File: config.mk
export PLATFORM = sky130hd
export DESIGN_NAME = clock_pio_in_irq
export DESIGN_NICKNAME = d
export VERILOG_FILES = /design/src/rtl/clock_pio_pkg.sv /design/src/rtl/clock_pio_debounce.sv /design/src/rtl/clock_pio_in_irq.sv
export SDC_FILE = /design/constraint.sdc
export NUM_CORES = 1
export LEC_CHECK = 0
export ABC_AREA = 1
export CORE_MARGIN = 5
export CORE_UTILIZATION = 47
export CTS_CLUSTER_SIZE = 8
export DETAILED_ROUTE_END_ITERATION = 6
export PLACE_DENSITY = 0.84
export SYNTH_ARGS = -nofsm -noshare
export SYNTH_HDL_FRONTEND = slang
export SYNTH_SLANG_ARGS = --single-unit
File: constraint.sdc
create_clock -name clk -period 1.1 [get_ports clk]
set_input_delay 0.165 -clock clk [delete_from_list [all_inputs] [get_ports clk]]
set_output_delay 0.165 -clock clk [all_outputs]
set_load 0.01 [all_outputs]
File: src/rtl/clock_pio_pkg.sv
// Shared constants for the clock/alarm input PIO: register addresses and
// the edge / interrupt source selections.
package clock_pio_pkg;

  localparam logic [2:0] ADDR_DATA    = 3'd0;
  localparam logic [2:0] ADDR_MASK    = 3'd2;
  localparam logic [2:0] ADDR_EDGECAP = 3'd3;

  localparam int unsigned EDGE_RISING  = 0;
  localparam int unsigned EDGE_FALLING = 1;
  localparam int unsigned EDGE_ANY     = 2;

  localparam int unsigned IRQ_LEVEL = 0;
  localparam int unsigned IRQ_EDGE  = 1;

endpackage

File: src/rtl/clock_pio_debounce.sv
// One input bit: synchroniser chain followed by an optional stability counter
// that only accepts a new level after DEBOUNCE_CYCLES consecutive mismatches.
module clock_pio_debounce #(
  parameter int unsigned SYNC_STAGES     = 2,
  parameter int unsigned DEBOUNCE_CYCLES = 0
) (
  input  logic clk,
  input  logic reset_n,
  input  logic in_bit,
  output logic stable
);

  logic [SYNC_STAGES-1:0] sync_q, sync_d;
  logic                   sync;
  logic                   stable_q, stable_d;

  always_comb begin
    sync_d = {sync_q[SYNC_STAGES-2:0], in_bit};
    sync   = sync_q[SYNC_STAGES-1];
  end

  always_ff @(posedge clk or negedge reset_n) begin
    if (!reset_n) begin
      sync_q   <= '0;
      stable_q <= 1'b0;
    end else begin
      sync_q   <= sync_d;
      stable_q <= stable_d;
    end
  end

  generate
    if (DEBOUNCE_CYCLES == 0) begin : g_bypass
      always_comb stable_d = sync;
    end else begin : g_count
      localparam int unsigned CW = $clog2(DEBOUNCE_CYCLES + 1);
      localparam logic [CW-1:0] LAST = CW'(DEBOUNCE_CYCLES - 1);

      logic [CW-1:0] cnt_q, cnt_d;

      // The counter runs only while the synchronised input disagrees with stable.
      always_comb begin
        stable_d = stable_q;
        cnt_d    = '0;
        if (sync != stable_q) begin
          if (cnt_q == LAST) stable_d = sync;
          else               cnt_d    = cnt_q + CW'(1);
        end
      end

      always_ff @(posedge clk or negedge reset_n) begin
        if (!reset_n) cnt_q <= '0;
        else          cnt_q <= cnt_d;
      end
    end
  endgenerate

  assign stable = stable_q;

endmodule

File: src/rtl/clock_pio_in_irq.sv
// Avalon-MM input PIO with debounce, W1C edge capture and level/edge interrupt,
// one instance per pushbutton/switch bank.
module clock_pio_in_irq
  import clock_pio_pkg::*;
#(
  parameter int unsigned WIDTH           = 8,
  parameter int unsigned SYNC_STAGES     = 2,
  parameter int unsigned DEBOUNCE_CYCLES = 0,
  parameter int unsigned EDGE_TYPE       = 0,
  parameter int unsigned IRQ_TYPE        = 1
) (
  input  logic             clk,
  input  logic             reset_n,
  input  logic [2:0]       address,
  input  logic             chipselect,
  input  logic             write_n,
  input  logic [31:0]      writedata,
  output logic [31:0]      readdata,
  input  logic [WIDTH-1:0] in_port,
  output logic             irq
);

  logic [WIDTH-1:0] stable;
  logic [WIDTH-1:0] stable_d_q, stable_d_d;
  logic [WIDTH-1:0] capture_q, capture_d;
  logic [WIDTH-1:0] irq_mask_q, irq_mask_d;
  logic [31:0]      readdata_q, readdata_d;
  logic [WIDTH-1:0] edge_bits, clr;
  logic             wr_en;
  logic             unused_ok;

  assign unused_ok = ^writedata;

  for (genvar i = 0; i < WIDTH; i++) begin : g_bit
    clock_pio_debounce #(
      .SYNC_STAGES    (SYNC_STAGES),
      .DEBOUNCE_CYCLES(DEBOUNCE_CYCLES)
    ) u_debounce (
      .clk    (clk),
      .reset_n(reset_n),
      .in_bit (in_port[i]),
      .stable (stable[i])
    );
  end

  always_comb begin
    wr_en      = chipselect && !write_n;
    stable_d_d = stable;

    if (EDGE_TYPE == EDGE_RISING)       edge_bits = stable & ~stable_d_q;
    else if (EDGE_TYPE == EDGE_FALLING) edge_bits = ~stable & stable_d_q;
    else                                edge_bits = stable ^ stable_d_q;

    clr = '0;
    if (wr_en && address == ADDR_EDGECAP) clr = writedata[WIDTH-1:0];
    // OR-ing the new edge after the clear makes a same-cycle set win.
    capture_d = (capture_q & ~clr) | edge_bits;

    irq_mask_d = irq_mask_q;
    if (wr_en && address == ADDR_MASK) irq_mask_d = writedata[WIDTH-1:0];

    readdata_d = '0;
    case (address)
      ADDR_DATA:    readdata_d[WIDTH-1:0] = stable;
      ADDR_MASK:    readdata_d[WIDTH-1:0] = irq_mask_q;
      ADDR_EDGECAP: readdata_d[WIDTH-1:0] = capture_q;
      default:      readdata_d = '0;
    endcase

    if (IRQ_TYPE == IRQ_LEVEL) irq = |(stable & irq_mask_q);
    else                       irq = |(capture_q & irq_mask_q);
  end

  always_ff @(posedge clk or negedge reset_n) begin
    if (!reset_n) begin
      stable_d_q <= '0;
      capture_q  <= '0;
      irq_mask_q <= '0;
      readdata_q <= '0;
    end else begin
      stable_d_q <= stable_d_d;
      capture_q  <= capture_d;
      irq_mask_q <= irq_mask_d;
      readdata_q <= readdata_d;
    end
  end

  assign readdata = readdata_q;

endmodule

==> impl_metrics.toml, run 1 <==
[synth]
syn-cell-area_mm2 = 0.00215
synth_top_cell_by_area = "dfrtp_1"
syn_inst = 205
synth_warnings = 0
synth-seq-cells = 56
yosys-top-cells-area = "dfrtp_1 (65%), nand2_1 (12%), buf_4 (8.7%), nand3_1 (5.6%), nand4_1 (2.3%)"
synth_top_area_share_pct = 65.1
synth_seq_area_share_pct = 65.1
synth_cell_types = 14
syn_avg_cell_area_um2 = 10.5

[sta]
hold_violations = 0
fin_ws_ns = -0.236
rsz0062_at_grt = "yes"
drv_slew = 0
whs_ns = 0.294
period_share_pct = 121
fin_worst_skew_ns = 0.00225
tns_ns = -0.236
min_period_ns = 1.34
finalSetupViolCount = 1
fmax_mhz = 748

[layout]
n_fill_cell = 369
drive_above_1_share_pct = 17.4
num_antenna_cells = 0
nets = 313
area_growth_pct = 26.7
seq_area_mm2 = 0.00140
multi_input_area_um2 = 598
stdcell_area_mm2 = 0.00273

[floorplan]
core_mm2 = 0.00441
die_h_um = 77.7
ios = 80
die_w_um = 77.7
die-area_mm2 = 0.00603
initial_core_util_pct = 48.8
rows = 24

[clock_tree]
htree_levels = 2
cts_sinks = 56
worstSkewPairLatency_ns = 0.30
clockRootBuffer = "clkbuf_8"
clkTransAtPathRegs_ns = 0.08
cts_tree = "done"
cts_buffers = 5
clockBufferDepth = 2

[drt]
num_vias = 1539
detail_route.wl_per_cell_um = 13.3
via_per_inst = 4.87
drt_iter0_markers = 122
ant_nets = 0
remaining_drc_errors = 0
dr.pass1.iters = 4
drt_wl_total_um = 4200

[global_route]
use_met2_pct = 22.0
gr-usage-all-layers_pct = 13.7
grt-ovfl-total = 0
grt_busiest_layer = "met2"
grt_max_degree = 57
first_global_vias = 1522
grtUsageMet1_pct = 17.6
antenna_found_initial = 0
grtUsageMet3_pct = 4.05
grt_pass1_wl_um = 6690

[setup_path]
cp-end-kind = "primary output"
path_max_fanout = 3
worstSetupStartpointType = "flop"
regToRegSetupSlack_ns = 0.22
worstPathArrival_ns = 1.17
crit_type = "reg2out"
reg2reg_depth = 4
crit_end = "irq"
worstPathRequired_ns = 0.94
timing.rr.start = "capture_q[6]"
r2r-end = "readdata[6]"
crit_path_start = "capture_q[4]"

[pwr]
p_total_mw = 3.90
vdd_drop_max_mv = 0.784
p_leak_nw = 1.39
p_per_area_mw_per_mm2 = 1430

[job]
cap_violations = 0

[placement]
placed_area_mm2 = 0.00261
gp_routability_congestion = 0.799
port_buffers = 31
dp_hpwl_um = 2800

[run_status]
status = "complete, but fails checks"
violations = "negative setup slack"

[min_path]
hp-class = "in2reg"
==> per-stage QoR <==
| stage | setup slack, ns | cells | utilization (%) |
|---|---|---|---|
| final | -0.236 | 316 | 61.8 |
| after global placement | -0.245 | 307 | 59.1 |
| after global routing | -0.322 | 316 | 61.8 |
| after detailed placement | -0.275 | 307 | 59.1 |
| after CTS | -0.215 | 313 | 60.8 |
| after floorplan | 0.289 | 228 | - |
==> final cells by class <==
type                            count  area share [%]
Sequential cell                    56            51.4
Inverter                           12            1.65
Clock buffer                        5            2.52
Timing Repair Buffer               58            20.2
Tap cell                           52            2.38
Multi-Input combinational cell    133            21.9
==> report_power, final <==
group / internal, mW / switching, mW / total [mW]
Sequential: 2.21 / 0.0716 / 2.28
Combinational: 0.294 / 0.329 / 0.623
Clock: 0.412 / 0.581 / 0.994
==> cells in the final DEF, fill, tap and decap left out, drive strengths merged <==
| cell | n |
|---|---|
| clkinv | 1 |
| inv | 11 |
| nand2 | 70 |
| nor2 | 5 |
| clkdlybuf4s50 | 18 |
| dfrtp | 56 |
| buf | 28 |
| nand4 | 8 |
| dlygate4sd3 | 1 |
| nand3 | 25 |
| conb | 24 |
| clkbuf | 10 |
| nor3 | 1 |
| dlymetal6s2s | 3 |
| clkdlybuf4s15 | 3 |
==> worst max-delay path: stages, from the launching register on <==
cell and delay, ns:
dfrtp_1 0.41, nand2_1 0.07, nand2_1 0.08, nor2_2 0.10
nand2_1 0.07, buf_2 0.14
==> routing by layer <==
metal | part of all wire [%] | wire (µm)
met1 | 41 | 1700
met4 | 2.1 | 90
met5 | 0 | 0
met2 | 48 | 2020
met3 | 9.1 | 383
==> how the worst min path moves through the flow <==
stage          startpoint                       endpoint  slack (ns)  depth (start not counted)
2_1_floorplan     reset_n                   capture_q[0]       -0.13                          0
3_3_place_gp      reset_n                    readdata[2]        0.18                          2
3_5_place_dp      reset_n                  stable_d_q[2]        0.19                          2
4_1_cts        in_port[1]  g_bit[1].u_debounce.sync_q[0]        0.29                          1
5_1_grt        in_port[0]  g_bit[0].u_debounce.sync_q[0]        0.28                          1
6_report       in_port[0]  g_bit[0].u_debounce.sync_q[0]        0.29                          1
==> cell usage after synthesis <==
| cell type | n |
|---|---|
| inv_1 | 10 |
| nor2_4 | 2 |
| nand3_1 | 24 |
| buf_4 | 25 |
| nor2_1 | 3 |
| buf_6 | 2 |
| nor3_4 | 1 |
| clkinv_1 | 1 |
| dfrtp_1 | 56 |
| conb_1 | 1 |
| nand2_1 | 70 |
| nand3_2 | 1 |
| inv_2 | 1 |
| nand4_1 | 8 |
==> logic make-up after synthesis <==
logic type,synth area share (%)
buf+inv,11.9
flops,65.1
other cells,0.174
simple gates,22.9
==> sequential cells by signal, indices dropped and copies added, names as in the netlist <==
signal	count
g_bit.u_debounce.stable	8
stable_d_q	8
g_bit.u_debounce.sync_q	16
irq_mask_q	8
capture_q	8
readdata	8
==> repair_timing <==
action | in CTS | in global routing
hold endpoints to repair | 56 | 0
pin swaps | 2 | 4
resized for setup | 21 | 14
hold buffers | 1 | 0
cloned | 0 | 1
setup endpoints to repair | 9 | 15
setup buffers | 0 | 2
Note: power is estimated with default switching activity, not from simulation.
==> inputs of run 2 (changes only) <==
--- a/config.mk
+++ b/config.mk
@@ -6,11 +6,11 @@
 export NUM_CORES = 1
 export LEC_CHECK = 0
 export ABC_AREA = 1
-export CORE_MARGIN = 5
-export CORE_UTILIZATION = 47
+export CAP_MARGIN = 10
+export CORE_UTILIZATION = 45
 export CTS_CLUSTER_SIZE = 8
 export DETAILED_ROUTE_END_ITERATION = 6
-export PLACE_DENSITY = 0.84
+export PLACE_DENSITY = 0.81
 export SYNTH_ARGS = -nofsm -noshare
 export SYNTH_HDL_FRONTEND = slang
 export SYNTH_SLANG_ARGS = --single-unit
==> impl_metrics.toml, run 2 (synthesis results as in run 1) <==
[run_status]
status = "complete, but fails checks"
violations = "design-rule violations, negative setup slack"

[layout]
drive_above_1_share_pct = 18.9
final_common_cell = "nand2_1"
area_growth_pct = 27.4
n_fill_cell = 377
num_antenna_cells = 0
largest_reg_flops = 16
nets = 316
stdcell_area_mm2 = 0.00274
top_register = "g_bit.u_debounce.sync_q"
seq_area_mm2 = 0.00140
mostFrequentLayoutCells = "nand2_1 (68), dfrtp_1 (56), buf_4 (27)"
multi_input_area_um2 = 601

[drt]
remaining_drc_errors = 4
drt_wl_total_um = 3810
drt_iter0_markers = 130
detail_route.wl_per_cell_um = 11.8
num_vias = 1508
via_per_inst = 4.68
ant_nets = 0
dr.pass1.iters = 6

[setup_path]
path_max_fanout = 2
crit_type = "reg2out"
worstSetupStartpointType = "flop"
reg2reg_depth = 4
r2r-end = "readdata[1]"
slowest_stage = "dfrtp_1"
regToRegSetupSlack_ns = 0.21
cp-end-kind = "primary output"
crit_chain = "nand2_1 > nand2_2 > nor2_2 > nand2_1 > buf_2"
worstPathArrival_ns = 1.14
path_buf_inv = 1
timing.rr.start = "irq_mask_q[1]"
critical_path.top_delay_family = "flip-flops"
path_common_cell = "nand2_1"
worstPathRequired_ns = 0.94
cp_slowest_stage_delay_ns = 0.39

[placement]
dp_hpwl_um = 2630
placed_area_mm2 = 0.00262
port_buffers = 31
gp_routability_congestion = 0.785
place_ws_ns = -0.281

[clock_tree]
htree_levels = 2
cts_buffers = 5
cts_sinks = 56
worstSkewPairLatency_ns = 0.30
clockBufferDepth = 2
cts_tree = "done"
clkTransAtPathRegs_ns = 0.09
clockRootBuffer = "clkbuf_8"

[floorplan]
core_mm2 = 0.00447
initial_core_util_pct = 48.1
ios = 80
die_w_um = 71.2
rows = 24
die-area_mm2 = 0.00507
die_h_um = 71.2

[global_route]
gr-usage-all-layers_pct = 17.1
antenna_found_initial = 0
grt_max_degree = 57
grt_pass1_wl_um = 6510
first_global_vias = 1426
grt-ovfl-total = 0

[min_path]
min_to = "g_bit[3].u_debounce.sync_q[0]"
holdPathStages = 1
hold_start = "in_port[3]"
hp-class = "in2reg"

[pwr]
vdd_drop_max_mv = 0.728
p_leak_nw = 1.40
p_per_area_mw_per_mm2 = 1480

[sta]
rsz0062_at_grt = "yes"
fmax_mhz = 768
min_period_ns = 1.30
period_share_pct = 118
fin_worst_skew_ns = 0.00716
finalSetupViolCount = 1
drv_slew = 0
fin_ws_ns = -0.202
hold_violations = 0

[job]
cap_violations = 0
run 2: changes by cell type in the layout (fill, tap and decap cells not counted), sizes merged:
cell           before  now
clkbuf             10   11
clkinvlp            0    1
clkdlybuf4s50      18   19
clkdlybuf4s15       3    4
dlymetal6s2s        3    2
buf                28   31
run 2: power by group:
group | internal [mW] | leakage [nW] | switching [mW] | total, mW
combinational | 0.323 | 0.699 | 0.331 | 0.653
sequential | 2.21 | 0.652 | 0.0671 | 2.27
clock | 0.512 | 0.0445 | 0.616 | 1.13
run 2: per-stage QoR:
stage	hold slack [ns]	std cells	power (mW)	setup TNS (ns)	util, %
global placement	0.185	310	2.91	-5.42	58.6
finish	0.291	322	4.06	-0.202	61.3
CTS	0.279	319	4.05	-0.241	60.8
detailed placement	0.185	310	2.94	-6.01	58.6
floorplan	-0.131	228	2.62	0	-
global route	0.267	322	4.29	-0.304	61.3
run 2: per-layer routing:
metal / vias to the layer above / track usage (%) / wire, µm
met2: 62 / 27.6 / 1900
met1: 714 / 21.8 / 1600
met5: - / 0 / 0
li1: 723 / - / -
met3: 9 / 4.84 / 241
met4: 0 / 7.11 / 75
run 2: worst max path at each step:
stage | from | to | slack [ns] | depth (start not counted)
after floorplan | irq_mask_q[2] | irq | 0.29 | 4
after global placement | address[2] | irq_mask_q[1] | -0.24 | 5
after detailed placement | address[2] | irq_mask_q[2] | -0.28 | 5
after CTS | capture_q[5] | irq | -0.24 | 5
after global routing | irq_mask_q[1] | irq | -0.30 | 5
final | irq_mask_q[0] | irq | -0.20 | 5
run 2: what timing repair did:
action / in CTS / in global routing
pin swaps: 4 / 2
hold buffers: 1 / 0
hold endpoints to repair: 56 / 0
endpoints found under the setup margin: 9 / 14
gates resized for setup: 20 / 11
buffers inserted: 0 / 3
cloned: 0 / 0
run 2: final cells by class:
type | count | share of cell area (%)
clock inverters | 1 | 0.274
inverters | 12 | 1.64
repair buffers | 61 | 19.6
multi-input cells | 133 | 21.9
flip-flops and latches | 56 | 51.1
well taps | 52 | 2.37
clock buffers | 7 | 3.15
run 2: worst reg2reg max path, delay by kind of cell, from the launching register on:
kind / cells / cell delay, ns
flip-flops: 1 / 0.39
AND/OR/NAND/NOR: 2 / 0.14
buffers and inverters: 2 / 0.26
==> inputs of run 3 (changes only) <==
--- a/config.mk
+++ b/config.mk
@@ -5,12 +5,12 @@
 export SDC_FILE = /design/constraint.sdc
 export NUM_CORES = 1
 export LEC_CHECK = 0
-export ABC_AREA = 1
 export CAP_MARGIN = 10
 export CORE_UTILIZATION = 45
 export CTS_CLUSTER_SIZE = 8
 export DETAILED_ROUTE_END_ITERATION = 6
 export PLACE_DENSITY = 0.81
+export SETUP_SLACK_MARGIN = 0.15
 export SYNTH_ARGS = -nofsm -noshare
 export SYNTH_HDL_FRONTEND = slang
 export SYNTH_SLANG_ARGS = --single-unit
==> impl_metrics.toml, run 3 <==
[placement]
dp_hpwl_um = 2310
port_buffers = 31
dp.cells = 265
gp_routability_congestion = 0.725
place_ws_ns = -0.493

[layout]
n_fill_cell = 325
utilization_pct = 65.2
mostFrequentLayoutCells = "dfrtp_1 (56), conb_1 (24), buf_4 (18)"
instances_no_fill = 281
nets = 275
largest_reg_flops = 16
num_antenna_cells = 0
drive_above_1_share_pct = 36.7
top_register = "g_bit.u_debounce.sync_q"
final_common_cell = "dfrtp_1"
area_growth_pct = 35.1

[drt]
dr.pass1.iters = 6
drt_iter0_markers = 98
ant_nets = 0
drt_wl_total_um = 3970
num_vias = 1351
remaining_drc_errors = 1
via_per_inst = 4.81
detail_route.wl_per_cell_um = 14.1

[synth]
yosys-top-cells-area = "dfrtp_1 (65%), buf_4 (8.7%), mux2_2 (8.3%), o21ai_0 (3.7%), nor3b_1 (2.8%)"
synth_common_cells = "dfrtp_1 (56), buf_4 (25), mux2_2 (16), o21ai_0 (16)"
synthArstFlopShare_pct = 100
syn_avg_cell_area_um2 = 12.9
synth-seq-cells = 56
syn-cell-area_mm2 = 0.00216
synth_seq_area_share_pct = 64.9
syn_inst = 167
synth_warnings = 0
synth_top_area_share_pct = 64.9
synthFlopType = "dfrtp_1"
synth_cell_types = 17
synth_top_cell_by_area = "dfrtp_1"
synth-edff-count = 0
synth_most_common_cell = "dfrtp_1"

[clock_tree]
worstSkewPairLatency_ns = 0.30
clockRootBuffer = "clkbuf_8"
cts_buffers = 5
clockBufferDepth = 2
cts_tree = "done"
cts_sinks = 56
clkTransAtPathRegs_ns = 0.10
htree_levels = 2

[setup_path]
crit_type = "reg2out"
timing.rr.start = "irq_mask_q[6]"
reg2reg_depth = 5
worstSetupStartpointType = "flop"
worstPathArrival_ns = 1.20
regToRegSetupSlack_ns = -0.11
cp-end-kind = "primary output"
worstPathRequired_ns = 0.94
crit_path_start = "irq_mask_q[6]"
r2r-end = "readdata[6]"
path_max_fanout = 2

[run_status]
violations = "design-rule violations, negative setup slack"
status = "complete, but fails checks"

[floorplan]
ios = 80
die-area_mm2 = 0.00508
core_mm2 = 0.00447
initial_core_util_pct = 48.2
die_w_um = 71.3
die_h_um = 71.3
rows = 24

[global_route]
antenna_found_initial = 0
grt_pass1_wl_um = 6510
first_global_vias = 1364
grt-ovfl-total = 0
gr-usage-all-layers_pct = 17.4
grt_max_degree = 57

[pwr]
vdd_drop_max_mv = 0.921
p_per_area_mw_per_mm2 = 1690
p_total_mw = 4.92
p_leak_nw = 1.39

[job]
cap_violations = 0

[sta]
finalSetupViolCount = 4
period_share_pct = 124
fin_ws_ns = -0.261
drv_slew = 0
fmax_mhz = 735
rsz0062_at_grt = "yes"
fin_worst_skew_ns = 0.00967
min_period_ns = 1.36
hold_violations = 0

[min_path]
min_to = "readdata[3]"
holdPathStages = 3
hold_start = "address[2]"
hp-class = "in2reg"
[run 3: per-stage QoR]
step                      instance area, µm²  TNS, ns  hold slack (ns)
after floorplan                         2300   -0.703           -0.131
after global placement                  2610   -10.20            0.184
after detailed placement                2610   -10.58            0.184
after CTS                               2890   -0.253            0.166
after global routing                    2920   -0.794            0.162
final                                   2920   -0.546            0.171
[run 3: cells by family after synthesis]
kind of cell	count (synthesis)	share of synthesized area (%)
AOI/OAI and AO/OA	28	6.96
and+or+nand+nor	27	7.30
muxes	16	8.35
buffers and inverters	39	12.3
other	1	0.174
DFF	56	64.9
[run 3: what timing repair did]
action | 4_1_cts | 5_1_grt
setup endpoints to repair | 33 | 31
gates cloned | 1 | 0
pin swaps | 11 | 5
hold buffers | 1 | 0
resized for setup | 82 | 6
endpoints found under the hold margin | 56 | 0
setup buffers | 3 | 3
[run 3: cell type report]
| type | count | area [µm²] | area share (%) |
|---|---|---|---|
| Tap cell | 52 | 65.1 | 2.23 |
| Sequential cell | 56 | 1400 | 48.0 |
| Clock buffer | 5 | 68.8 | 2.36 |
| Timing Repair Buffer | 62 | 567 | 19.4 |
| Multi-Input combinational cell | 95 | 694 | 23.8 |
| Clock inverter | 3 | 90.1 | 3.09 |
| Inverter | 8 | 30.0 | 1.03 |
[run 3: worst max-delay path by stage]
stage                     to  slack (ns)
4_1_cts                  irq       -0.25
3_5_place_dp   irq_mask_q[0]       -0.49
2_1_floorplan  irq_mask_q[0]       -0.09
6_report                 irq       -0.26
5_1_grt                  irq       -0.31
3_3_place_gp   irq_mask_q[1]       -0.47
[run 3: power breakdown]
group          internal [mW]  switching [mW]
registers               2.22          0.0908
clock network           1.14           0.632
logic                  0.519           0.328
total                   3.87            1.05
[run 3: per-layer routing]
| layer | vias to the layer above | global-route usage, % | wire (µm) |
|---|---|---|---|
| li1 | 621 | - | - |
| met3 | 9 | 5.63 | 234 |
| met5 | - | 0 | 0 |
| met1 | 667 | 22.1 | 1750 |
| met4 | 0 | 5.33 | 62 |
| met2 | 54 | 28.6 | 1920 |
[run 3: worst max-delay path, stage by stage (launching register included)]
cell and delay, ns:
dfrtp_1 0.41, a22oi_2 0.19, nand4_1 0.12, buf_2 0.16
